File: src/rtl/spi_fifo_pkg.sv
// Shared SPI package: default FIFO geometry, a log2 helper for pointer and
// threshold widths, and the push/pop operation encoding used by the FIFO.
`timescale 1ns/1ps
package spi_fifo_pkg;

  // Default entry width and number of entries for the TX and RX FIFOs.
  localparam int SPI_DATA_WIDTH   = 32;
  localparam int SPI_BUFFER_DEPTH = 10;

  // Ceiling log2. Sizes a pointer that must address n entries.
  // Valid for n >= 2.
  function automatic int spi_log2(input int n);
    int r;
    r = 0;
    while ((1 << r) < n) begin
      r = r + 1;
    end
    return r;
  endfunction

  // Width of the register interface's FIFO level thresholds. They compare
  // against an occupancy count, which runs from 0 to the depth inclusive.
  localparam int SPI_THRESH_WIDTH = spi_log2(SPI_BUFFER_DEPTH) + 1;

  // Per-cycle FIFO operation, formed as {push, pop}.
  typedef enum logic [1:0] {
    FIFO_OP_IDLE = 2'b00,
    FIFO_OP_POP  = 2'b01,
    FIFO_OP_PUSH = 2'b10,
    FIFO_OP_BOTH = 2'b11
  } fifo_op_e;

endpackage

File: src/rtl/spi_fifo.sv
// Synchronous first-word-fall-through FIFO for the SPI TX and RX data paths.
// The depth can be any value and need not be a power of two, so both pointers
// wrap explicitly at depth-1. The full and empty flags decode only the
// registered count. No combinational path runs from valid_i or ready_i to an
// output.
`timescale 1ns/1ps
module spi_fifo
  import spi_fifo_pkg::*;
#(
  parameter int BUFFER_DEPTH     = SPI_BUFFER_DEPTH,
  parameter int DATA_WIDTH       = SPI_DATA_WIDTH,
  parameter int LOG_BUFFER_DEPTH = spi_log2(BUFFER_DEPTH)
) (
  input  logic                      HCLK,
  input  logic                      HRESET,
  input  logic                      clr_i,
  output logic [LOG_BUFFER_DEPTH:0] elements_o,
  input  logic [DATA_WIDTH-1:0]     data_i,
  input  logic                      valid_i,
  output logic                      ready_o,
  output logic [DATA_WIDTH-1:0]     data_o,
  output logic                      valid_o,
  input  logic                      ready_i
);

  localparam logic [LOG_BUFFER_DEPTH-1:0] LAST_PTR = LOG_BUFFER_DEPTH'(BUFFER_DEPTH - 1);
  localparam logic [LOG_BUFFER_DEPTH:0]   FULL_CNT = (LOG_BUFFER_DEPTH + 1)'(BUFFER_DEPTH);

  logic [DATA_WIDTH-1:0]       mem_q [BUFFER_DEPTH];
  logic [LOG_BUFFER_DEPTH-1:0] wr_ptr_q, wr_ptr_d;
  logic [LOG_BUFFER_DEPTH-1:0] rd_ptr_q, rd_ptr_d;
  logic [LOG_BUFFER_DEPTH:0]   cnt_q, cnt_d;
  logic                        push_w;
  logic                        pop_w;
  fifo_op_e                    op_w;

  // Advance a pointer and wrap at the last real entry, not at the next
  // power of two.
  function automatic logic [LOG_BUFFER_DEPTH-1:0] ptr_inc(input logic [LOG_BUFFER_DEPTH-1:0] p);
    return (p == LAST_PTR) ? '0 : p + 1'b1;
  endfunction

  // Status flags come only from the registered count.
  assign ready_o    = (cnt_q != FULL_CNT);
  assign valid_o    = (cnt_q != '0);
  assign elements_o = cnt_q;
  assign data_o     = mem_q[rd_ptr_q];

  // Gate each request with the registered flag. A full FIFO ignores pushes,
  // even in a pop cycle. An empty FIFO ignores pops and never bypasses data.
  assign push_w = valid_i & ready_o;
  assign pop_w  = ready_i & valid_o;
  assign op_w   = fifo_op_e'({push_w, pop_w});

  // Next-state pointers and count. A flush overrides any concurrent push or pop.
  always_comb begin
    wr_ptr_d = wr_ptr_q;
    rd_ptr_d = rd_ptr_q;
    cnt_d    = cnt_q;
    if (clr_i) begin
      wr_ptr_d = '0;
      rd_ptr_d = '0;
      cnt_d    = '0;
    end else begin
      case (op_w)
        FIFO_OP_PUSH: begin
          wr_ptr_d = ptr_inc(wr_ptr_q);
          cnt_d    = cnt_q + 1'b1;
        end
        FIFO_OP_POP: begin
          rd_ptr_d = ptr_inc(rd_ptr_q);
          cnt_d    = cnt_q - 1'b1;
        end
        FIFO_OP_BOTH: begin
          wr_ptr_d = ptr_inc(wr_ptr_q);
          rd_ptr_d = ptr_inc(rd_ptr_q);
        end
        default: begin
        end
      endcase
    end
  end

  // Pointer and count registers. Reset clears them immediately.
  always_ff @(posedge HCLK or posedge HRESET) begin
    if (HRESET) begin
      wr_ptr_q <= '0;
      rd_ptr_q <= '0;
      cnt_q    <= '0;
    end else begin
      wr_ptr_q <= wr_ptr_d;
      rd_ptr_q <= rd_ptr_d;
      cnt_q    <= cnt_d;
    end
  end

  // Storage entries. Reset clears every entry so that data_o reads zero.
  // A flush moves only the pointers and leaves the contents as they are.
  for (genvar gi = 0; gi < BUFFER_DEPTH; gi++) begin : g_entry
    localparam logic [LOG_BUFFER_DEPTH-1:0] ENTRY_IDX = LOG_BUFFER_DEPTH'(gi);

    // Capture push data when this entry is the write target.
    always_ff @(posedge HCLK or posedge HRESET) begin
      if (HRESET) begin
        mem_q[gi] <= '0;
      end else if (push_w && !clr_i && (wr_ptr_q == ENTRY_IDX)) begin
        mem_q[gi] <= data_i;
      end
    end
  end

endmodule

File: config.mk
export PLATFORM = sky130hd
export DESIGN_NAME = spi_fifo
export DESIGN_NICKNAME = d
export VERILOG_FILES = /design/src/rtl/spi_fifo_pkg.sv /design/src/rtl/spi_fifo.sv
export SDC_FILE = /design/constraint.sdc
export NUM_CORES = 1
export LEC_CHECK = 0
export ABC_AREA = 1
export CAP_MARGIN = 40
export CELL_PAD_IN_SITES_DETAIL_PLACEMENT = 1
export CELL_PAD_IN_SITES_GLOBAL_PLACEMENT = 2
export CORE_ASPECT_RATIO = 1.5
export CORE_UTILIZATION = 35
export CTS_CLUSTER_DIAMETER = 50
export DETAILED_ROUTE_END_ITERATION = 10
export PLACE_DENSITY = 0.81
export SYNTH_ARGS = -nofsm -noshare
export SYNTH_HDL_FRONTEND = slang
export SYNTH_SLANG_ARGS = --single-unit
File: constraint.sdc
create_clock -name HCLK -period 24.6 [get_ports HCLK]
set_input_delay 4.92 -clock HCLK [delete_from_list [all_inputs] [get_ports HCLK]]
set_output_delay 4.92 -clock HCLK [all_outputs]
set_load 0.1 [all_outputs]
==> impl_metrics.py, run 1 <==
metrics = {
    "run_status": {
        "run_status": "complete, no violations",
    },
    "critical_path": {
        "cp-start-kind": "flop",
        "slowest_delay_ns": 0.78,
        "crit_path_frequent_cell": "buf_4",
        "arrival_ns": 4.15,
        "end_kind": "output pin",
        "crit_slowest_cell": "dfrtp_4",
        "path_class": "flop to output pin",
        "cp.required_ns": 19.68,
        "cp_max_fo": 72,
        "reg2reg_slack_ns": 21.60,
        "cp_cell_sequence": "buf_4 > buf_4 > o21ai_0 > o211ai_1 > nand3_1 > nand2_1 > clkdlybuf4s50_1 > buf_8",
    },
    "floorplanning": {
        "die_w_um": 175.5,
        "die_area_um2": 46020,
        "start_util_pct": 35.36,
        "fp.dieH_um": 262.2,
        "rows": 95,
        "core_um2": 44690,
        "pin_count": 76,
    },
    "clock_network": {
        "clkTransAtPathRegs_ns": 0.06,
        "post_cts.repair.setup_buffers": 0,
        "ctsLongestPathBuffers": 3,
        "htree_num_levels": 2,
        "cts_resized": 0,
        "clockRootBuffer": "clkbuf_16",
        "cts_hold_buf": 0,
        "cts_tree": "yes",
        "insertion_delay_ns": 0.54,
        "clock_sinks": 333,
        "numCtsBuffers": 38,
    },
    "global_routing": {
        "grt_pass1_wl_mm": 75.95,
        "grt_max_degree": 119,
        "grt_usage_pct": 20.77,
        "grt_pass1_vias": 13760,
        "grt.overflow.total": 0,
        "antenna_found_initial": 0,
    },
    "synthesis": {
        "synth_common_cells": "nand2_1, dfrtp_1, o21ai_0",
        "synthFlopType": "dfrtp_1",
        "synth_most_common_cell": "nand2_1",
        "syn-mean-instance-area_um2": 8.668,
        "syn_area_um2": 15800,
        "synth-seq-area-share_pct": 52.73,
        "netlist.area_leader.share_pct": 52.73,
        "syn_inst": 1823,
        "netlist-cell-type-count": 29,
        "yosys.area.top_type": "dfrtp_1",
        "synth-seq-cells": 333,
        "yosys_warnings": 0,
        "yosys-top-cells-area": "dfrtp_1, nand2_1, o21ai_0, o21ai_2, nor2_1",
        "synth_edf_count": 0,
        "synth_nets": 1866,
        "synthArstFlopShare_pct": 100.0,
    },
    "timing": {
        "final_hold_viol_count": 0,
        "relSlewSlack_pct": 40.43,
        "worst_slew_pin_slew_ns": 0.8881,
        "slew_violations": 0,
        "fin_crit_sh_pct": 36.88,
        "clock-skew-final_ns": 0.01869,
        "fmaxAchievable_ghz": 0.1102,
        "min_period_ns": 9.073,
        "setup_viol": 0,
        "rsz0062_at_grt": "no",
        "tns_ns": 0,
        "hold_slack_ns": 0.4773,
    },
    "power": {
        "p_seq_share_pct": 31.1,
        "p_sw_uw": 903.7,
        "swShare_pct": 41.33,
        "peakVddDrop_uv": 87.39,
        "powerDensity_nw_per_um2": 117.1,
        "internal_power_mw": 1.283,
        "comb_power_share_pct": 42.7,
        "p_leak_nw": 8.632,
        "power.share.clock_pct": 26.1,
    },
    "place": {
        "place_hpwl_mm": 25.91,
        "dpl.cell_count": 2421,
        "gp_congestion": 0.7506,
        "placedInstanceArea_um2": 17440,
        "port_buffers": 75,
    },
    "min_path": {
        "hp-class": "flop to flop",
    },
    "drt": {
        "final_antenna_net_count": 0,
        "drtIter0Drc": 680,
        "wl_mm": 45.81,
        "drc": 0,
        "dr_total_vias": 12750,
        "wl_per_cell_um": 18.44,
        "dr.pass1.iters": 4,
        "vias_per_cell": 5.131,
    },
    "flow_run": {
        "maxCapViolations": 0,
    },
    "finish": {
        "num_antenna_cells": 0,
        "finalNetCount": 1922,
        "drive_above_1_share_pct": 12.72,
        "area_growth_pct": 18.17,
        "ff_latch_area_um2": 8342,
        "fin_cells": 2484,
        "multi_input_area_um2": 6411,
        "final_util_pct": 41.78,
        "final_area_um2": 18670,
        "n_fill_cell": 5287,
    },
}
-- through the flow --
step | setup slack (ns) | total power [mW]
floorplan | 10.46 | 1.278
global placement | 15.55 | 1.461
detailed placement | 16.04 | 1.633
CTS | 15.45 | 2.215
global route | 15.29 | 2.304
finish | 15.53 | 2.187
-- routing by layer --
layer | track usage [%] | part of all wire [%]
met5 | 0 | 0
met3 | 2.290 | 2.9
met4 | 4.865 | 2.0
met2 | 37.09 | 51
met1 | 26.65 | 44
-- critical path: cells and delay by family (launching register included) --
kind / cells / cell delay (ns)
AO/OA/AOI/OAI: 2 / 0.43
buffers and inverters: 4 / 2.10
flip-flops: 1 / 0.78
AND/OR/NAND/NOR: 2 / 0.24
-- power by group through the flow --
| stage | sequential [mW] | combinational, mW | clock (mW) |
|---|---|---|---|
| 2_1_floorplan | 0.683 | 0.595 | 0 |
| 5_1_grt | 0.691 | 1.01 | 0.605 |
| 4_1_cts | 0.681 | 0.948 | 0.586 |
| 3_5_place_dp | 0.690 | 0.943 | 0 |
| 6_report | 0.680 | 0.935 | 0.572 |
| 3_3_place_gp | 0.687 | 0.775 | 0 |
-- cells by family (layout without fill, tap and decap cells) --
| family | after synthesis | after routing | synth area share (%) |
|---|---|---|---|
| XOR/XNOR | 3 | 3 | 0.1663 |
| flip-flops | 333 | 333 | 52.73 |
| AND/OR/NAND/NOR | 778 | 778 | 19.96 |
| adder cells (fa/ha/maj) | 6 | 6 | 0.5226 |
| buffers and inverters | 177 | 256 | 6.738 |
| AO/OA/AOI/OAI | 526 | 526 | 19.88 |
-- state kept, by name, indices dropped and copies added (netlist names) --
name	flops
elements_o	5
rd_ptr_q	4
wr_ptr_q	4
mem_q	320
-- final timing paths --
path                             startpoint           to  cells after the start
worst max-delay path            rd_ptr_q[0]   data_o[21]                      8
worst min-delay path             mem_q[251]   mem_q[251]                      2
worst max register to register  rd_ptr_q[0]  rd_ptr_q[0]                      6
worst min register to register   mem_q[251]   mem_q[251]                      2
max in group asynchronous            HRESET  rd_ptr_q[0]                      4
min in group asynchronous            HRESET   mem_q[256]                      2
-- cells in the final DEF (no fill, tap or decap), drive strengths merged --
| cell | instances |
|---|---|
| a21oi | 4 |
| buf | 63 |
| bufinv | 4 |
| clkbuf | 46 |
| clkdlybuf4s50 | 75 |
| clkinv | 9 |
| clkinvlp | 2 |
| dfrtp | 333 |
| fa | 1 |
| ha | 5 |
| inv | 57 |
| nand2 | 511 |
| nand3 | 58 |
| nand4 | 1 |
| nor2 | 207 |
| nor3 | 1 |
| o211ai | 64 |
| o21ai | 455 |
| o22ai | 3 |
| xor2 | 3 |
-- final cells by class --
type                    count  area share, %
inverters                  55          1.199
clock inverters            17          1.099
well taps                 582          3.899
multi-input cells        1313          34.33
repair buffers            138          9.273
clock buffers              46          5.528
flip-flops and latches    333          44.67
No activity file was read; power rests on OpenSTA's default activity.
==> run 2, diff against run 1 <==
--- a/config.mk
+++ b/config.mk
@@ -10,10 +10,10 @@
 export CELL_PAD_IN_SITES_DETAIL_PLACEMENT = 1
 export CELL_PAD_IN_SITES_GLOBAL_PLACEMENT = 2
 export CORE_ASPECT_RATIO = 1.5
-export CORE_UTILIZATION = 35
+export CORE_UTILIZATION = 34
 export CTS_CLUSTER_DIAMETER = 50
 export DETAILED_ROUTE_END_ITERATION = 10
-export PLACE_DENSITY = 0.81
+export PLACE_DENSITY = 0.82
 export SYNTH_ARGS = -nofsm -noshare
 export SYNTH_HDL_FRONTEND = slang
 export SYNTH_SLANG_ARGS = --single-unit
==> constraint.sdc (replaced) <==
create_clock -name HCLK -period 7.5 [get_ports HCLK]
set_input_delay 1.5 -clock HCLK [delete_from_list [all_inputs] [get_ports HCLK]]
set_output_delay 1.5 -clock HCLK [all_outputs]
set_load 0.1 [all_outputs]
==> run 2 against run 1 <==
Sequential cell count unchanged. Sequential share of layout area increased by 0.13 points. Sequential power increased to 3.3 times the previous value. Critical path depth unchanged. Cell area decreased by 0.30%. Hold slack got worse by 0.00051 ns. Clock-buffer cell count increased by 13.
==> impl_metrics.py, run 2 (same netlist as run 1, synthesis figures left out) <==
metrics = {
    "run_status": {
        "run_status": "complete, no violations",
    },
    "critical_path": {
        "cp.required_ns": 6.00,
        "path_class": "flop to output pin",
        "rr_startpoint": "rd_ptr_q[1]",
        "cp_max_fo": 70,
        "cp-start-kind": "flop",
        "end_kind": "output pin",
        "arrival_ns": 3.74,
        "reg2reg_slack_ns": 4.94,
        "reg2regPathDepth": 6,
        "r2r-end": "rd_ptr_q[0]",
    },
    "drt": {
        "wl_per_cell_um": 17.95,
        "wl_mm": 44.78,
        "dr_total_vias": 12800,
        "drc": 0,
        "dr.pass1.iters": 4,
        "drtIter0Drc": 612,
        "vias_per_cell": 5.133,
        "final_antenna_net_count": 0,
    },
    "power": {
        "powerDensity_nw_per_um2": 380.1,
        "p_seq_share_pct": 31.7,
        "p_sw_mw": 2.941,
        "power.share.clock_pct": 25.8,
        "p_leak_nw": 8.597,
        "comb_power_share_pct": 42.5,
        "internal_power_mw": 4.137,
        "swShare_pct": 41.55,
        "peakVddDrop_uv": 390.2,
    },
    "clock_network": {
        "cts_tree": "yes",
        "post_cts.repair.setup_buffers": 0,
        "numCtsBuffers": 38,
        "cts_resized": 0,
        "insertion_delay_ns": 0.54,
        "clkTransAtPathRegs_ns": 0.06,
        "htree_num_levels": 2,
        "clockRootBuffer": "clkbuf_16",
        "cts_hold_buf": 0,
        "ctsLongestPathBuffers": 3,
        "clock_sinks": 333,
    },
    "timing": {
        "slew_violations": 0,
        "final_hold_viol_count": 0,
        "setup_viol": 0,
        "clock-skew-final_ns": 0.01871,
        "fmaxAchievable_ghz": 0.1908,
        "tns_ns": 0,
        "fin_crit_sh_pct": 69.87,
        "relSlewSlack_pct": 43.62,
        "min_period_ns": 5.240,
        "worst_slew_pin_slew_ns": 0.8457,
        "rsz0062_at_grt": "no",
    },
    "min_path": {
        "hp-class": "flop to flop",
        "worstHoldStart": "mem_q[244]",
        "min_path_cells": 2,
        "min_to": "mem_q[244]",
    },
    "floorplanning": {
        "core_um2": 45760,
        "fp.dieH_um": 266.0,
        "pin_count": 76,
        "rows": 96,
        "start_util_pct": 34.53,
        "die_w_um": 178.0,
        "die_area_um2": 47360,
    },
    "finish": {
        "final_cell_mix": "nand2_1, dfrtp_1, o21ai_0, nor2_1, o21ai_1",
        "num_antenna_cells": 0,
        "final_common_cell": "nand2_1",
        "final_area_um2": 18620,
        "largest_register_ffs": 320,
        "drive_above_1_share_pct": 12.54,
        "area_growth_pct": 17.82,
        "regMostFlops": "mem_q",
        "finalNetCount": 1921,
        "n_fill_cell": 5284,
    },
    "global_routing": {
        "grt_usage_pct": 19.87,
        "grt_pass1_vias": 13470,
        "antenna_found_initial": 0,
        "grt_max_degree": 127,
        "grt_pass1_wl_mm": 74.59,
        "grt.overflow.total": 0,
    },
    "flow_run": {
        "maxCapViolations": 0,
    },
    "place": {
        "placedInstanceArea_um2": 17390,
        "gp_congestion": 0.7407,
        "place_hpwl_mm": 25.31,
        "port_buffers": 75,
    },
}
==> run 2: changes by cell type in the layout (fill, tap and decap cells not counted), sizes merged <==
cell	change
clkinv	-2
inv	-2
clkbuf	+13
buf	-1
bufinv	-4
==> run 2: area by class of cell <==
cell class | instances | area, um^2 | share of cell area, %
Clock inverter | 9 | 62.56 | 0.3360
Timing Repair Buffer | 137 | 1684 | 9.045
Inverter | 55 | 220.2 | 1.183
Clock buffer | 59 | 1164 | 6.250
Sequential cell | 333 | 8342 | 44.80
Tap cell | 588 | 735.7 | 3.951
Multi-Input combinational cell | 1313 | 6411 | 34.43
==> run 2: per-stage QoR <==
step	total power, mW	util [%]	hold slack (ns)	cells	setup slack (ns)
finish	7.078	40.69	0.4768	2494	2.260
global route	7.472	40.69	0.4934	2494	1.971
CTS	7.177	40.69	0.4786	2494	2.205
detailed placement	5.317	38.01	0.4634	2426	2.778
global placement	4.785	36.28	0.4582	2380	2.362
floorplan	4.192	-	0.4478	1823	1.551
==> run 2: worst max-delay path, cell delays in order (launching register included) <==
cell and delay (ns):
dfrtp_4 0.75, inv_4 0.70, buf_4 0.48, nor2_1 0.07
o211ai_1 0.20, nand3_1 0.13, nand2_1 0.10, clkdlybuf4s50_1 0.52
buf_8 0.21
==> run 2: worst max path at each step <==
| stage | start | endpoint | slack [ns] | cells after the start |
|---|---|---|---|---|
| after floorplan | HRESET | elements_o[0] | 1.55 | 1 |
| after global placement | rd_ptr_q[0] | data_o[7] | 2.36 | 7 |
| after detailed placement | rd_ptr_q[0] | data_o[17] | 2.78 | 8 |
| after CTS | rd_ptr_q[0] | data_o[17] | 2.20 | 8 |
| after global routing | rd_ptr_q[0] | data_o[31] | 1.97 | 8 |
| final | rd_ptr_q[0] | data_o[17] | 2.26 | 8 |
==> run 2: power groups by stage <==
| stage | Combinational (mW) | Sequential [mW] | Clock (mW) |
|---|---|---|---|
| 2_1_floorplan | 1.95 | 2.24 | 0 |
| 3_3_place_gp | 2.52 | 2.27 | 0 |
| 3_5_place_dp | 3.04 | 2.28 | 0 |
| 4_1_cts | 3.05 | 2.25 | 1.88 |
| 5_1_grt | 3.25 | 2.28 | 1.94 |
| 6_report | 3.00 | 2.25 | 1.83 |
==> run 2: metal layers <==
layer	GRT usage, %	routed length [um]	vias up
li1	-	-	6143
met1	26.64	20570	6460
met2	33.95	22140	137
met5	0	0	-
met3	2.069	1169	62
met4	5.105	890	0
==> run 3, diff against run 2 <==
--- a/config.mk
+++ b/config.mk
@@ -10,10 +10,10 @@
 export CELL_PAD_IN_SITES_DETAIL_PLACEMENT = 1
 export CELL_PAD_IN_SITES_GLOBAL_PLACEMENT = 2
 export CORE_ASPECT_RATIO = 1.5
-export CORE_UTILIZATION = 34
+export CORE_UTILIZATION = 35
 export CTS_CLUSTER_DIAMETER = 50
 export DETAILED_ROUTE_END_ITERATION = 10
-export PLACE_DENSITY = 0.82
+export PLACE_DENSITY = 0.81
 export SYNTH_ARGS = -nofsm -noshare
 export SYNTH_HDL_FRONTEND = slang
 export SYNTH_SLANG_ARGS = --single-unit
==> constraint.sdc (replaced) <==
create_clock -name HCLK -period 5.41 [get_ports HCLK]
set_input_delay 1.082 -clock HCLK [delete_from_list [all_inputs] [get_ports HCLK]]
set_output_delay 1.082 -clock HCLK [all_outputs]
set_load 0.1 [all_outputs]
==> run 3 against run 2 <==
Power up 32%. Die area decreased by 2.8%. Via count is 1.6% lower.
==> impl_metrics.py, run 3 (same netlist as run 1, synthesis figures left out) <==
metrics = {
    "clock_network": {
        "cts_resized": 0,
        "clock_sinks": 333,
        "clkTransAtPathRegs_ns": 0.06,
        "clockRootBuffer": "clkbuf_16",
        "ctsLongestPathBuffers": 3,
        "post_cts.repair.setup_buffers": 0,
        "cts_hold_buf": 0,
        "insertion_delay_ns": 0.55,
        "htree_num_levels": 2,
        "numCtsBuffers": 38,
        "cts_tree": "yes",
    },
    "global_routing": {
        "grt.overflow.total": 0,
        "antenna_found_initial": 0,
        "grt_max_degree": 108,
        "grt_usage_pct": 20.68,
        "grt_pass1_vias": 13530,
        "grt_pass1_wl_mm": 75.60,
    },
    "drt": {
        "dr.pass1.iters": 4,
        "drtIter0Drc": 665,
        "drc": 0,
        "wl_per_cell_um": 18.53,
        "wl_mm": 45.56,
        "dr_total_vias": 12600,
        "final_antenna_net_count": 0,
        "vias_per_cell": 5.125,
    },
    "place": {
        "dp_slack_ns": 1.849,
        "gp_congestion": 0.7382,
        "port_buffers": 75,
        "place_hpwl_mm": 25.89,
    },
    "power": {
        "p_leak_nw": 8.435,
        "peakVddDrop_uv": 388.9,
        "powerDensity_nw_per_um2": 513.6,
    },
    "timing": {
        "fmaxAchievable_ghz": 0.2399,
        "final_hold_viol_count": 0,
        "slew_violations": 0,
        "setup_viol": 0,
        "relSlewSlack_pct": 42.40,
        "fin_ws_ns": 1.242,
        "clock-skew-final_ns": 0.01618,
        "worst_slew_pin_slew_ns": 0.8639,
        "min_period_ns": 4.168,
        "fin_crit_sh_pct": 77.04,
        "hold_slack_ns": 0.4736,
        "rsz0062_at_grt": "no",
    },
    "critical_path": {
        "cp_num_buf_inv": 2,
        "cp-start-kind": "flop",
        "crit_path_frequent_cell": "nor2_1",
        "cp.required_ns": 4.33,
        "crit_slowest_cell": "dfrtp_4",
        "arrival_ns": 3.09,
        "cp_max_fo": 107,
        "cp_cell_sequence": "buf_12 > nor2_1 > nor2_1 > o21ai_0 > o211ai_1 > nand3_1 > nand2_1 > buf_4",
        "path_class": "flop to output pin",
        "slowest_delay_ns": 0.90,
        "path_delay_family": "flip-flops",
        "end_kind": "output pin",
    },
    "finish": {
        "area_growth_pct": 14.76,
        "num_antenna_cells": 0,
        "largest_register_ffs": 320,
        "final_cell_mix": "nand2_1, dfrtp_1, o21ai_0, nor2_1, o21ai_1",
        "n_fill_cell": 5303,
        "final_common_cell": "nand2_1",
        "drive_above_1_share_pct": 12.79,
        "finalNetCount": 1891,
        "regMostFlops": "mem_q",
    },
    "floorplanning": {
        "die_area_um2": 46020,
        "pin_count": 76,
        "core_um2": 44690,
        "die_w_um": 175.5,
        "start_util_pct": 35.36,
        "fp.dieH_um": 262.2,
        "rows": 95,
    },
    "min_path": {
        "hp-class": "flop to flop",
    },
    "flow_run": {
        "maxCapViolations": 0,
    },
    "run_status": {
        "run_status": "complete, no violations",
    },
}
run 3: final cells by class:
type | instances | area, um^2 | area share (%)
Clock buffer | 62 | 1185 | 6.534
Clock inverter | 7 | 100.1 | 0.5520
Inverter | 55 | 220.2 | 1.214
Multi-Input combinational cell | 1313 | 6416 | 35.38
Sequential cell | 333 | 8342 | 46.00
Tap cell | 582 | 728.2 | 4.015
Timing Repair Buffer | 107 | 1144 | 6.306
run 3: metal layers:
layer / vias to the layer above / GRT usage [%] / wire length (um)
met4: 0 / 5.781 / 1003
li1: 6076 / - / -
met2: 144 / 36.07 / 22740
met5: - / 0 / 0
met1: 6326 / 26.78 / 20660
met3: 56 / 2.478 / 1168
run 3: final timing paths:
| kind | from | endpoint | slack [ns] | cells past startpoint |
|---|---|---|---|---|
| max reg2reg | rd_ptr_q[1] | rd_ptr_q[0] | 2.81 | 6 |
| min reg2reg | mem_q[127] | mem_q[127] | 0.47 | 2 |
| min | mem_q[127] | mem_q[127] | 0.47 | 2 |
| min in group asynchronous | HRESET | mem_q[204] | 0.91 | 2 |
| max in group asynchronous | HRESET | mem_q[232] | 3.39 | 4 |
| max | rd_ptr_q[0] | data_o[30] | 1.24 | 8 |
run 3: worst min-delay path: stages, from the launching register on:
cell,delay [ns]
dfrtp_1,0.33
nand2_1,0.06
o21ai_2,0.05
run 3: through the flow:
| step | total power, mW | util, % | instance area [um^2] | setup TNS [ns] | cells |
|---|---|---|---|---|---|
| global placement | 6.625 | 37.09 | 16570 | 0 | 2376 |
| CTS | 9.441 | 40.58 | 18130 | 0 | 2459 |
| detailed placement | 6.752 | 37.70 | 16850 | 0 | 2390 |
| floorplan | 5.812 | - | 15810 | -40.17 | 1823 |
| finish | 9.315 | 40.58 | 18130 | 0 | 2459 |
| global route | 9.829 | 40.58 | 18130 | 0 | 2459 |
run 3: power by group:
part | switching [mW] | internal, mW
Combinational | 2.66 | 0.893
Clock | 1.05 | 1.60
Sequential | 0.285 | 2.82
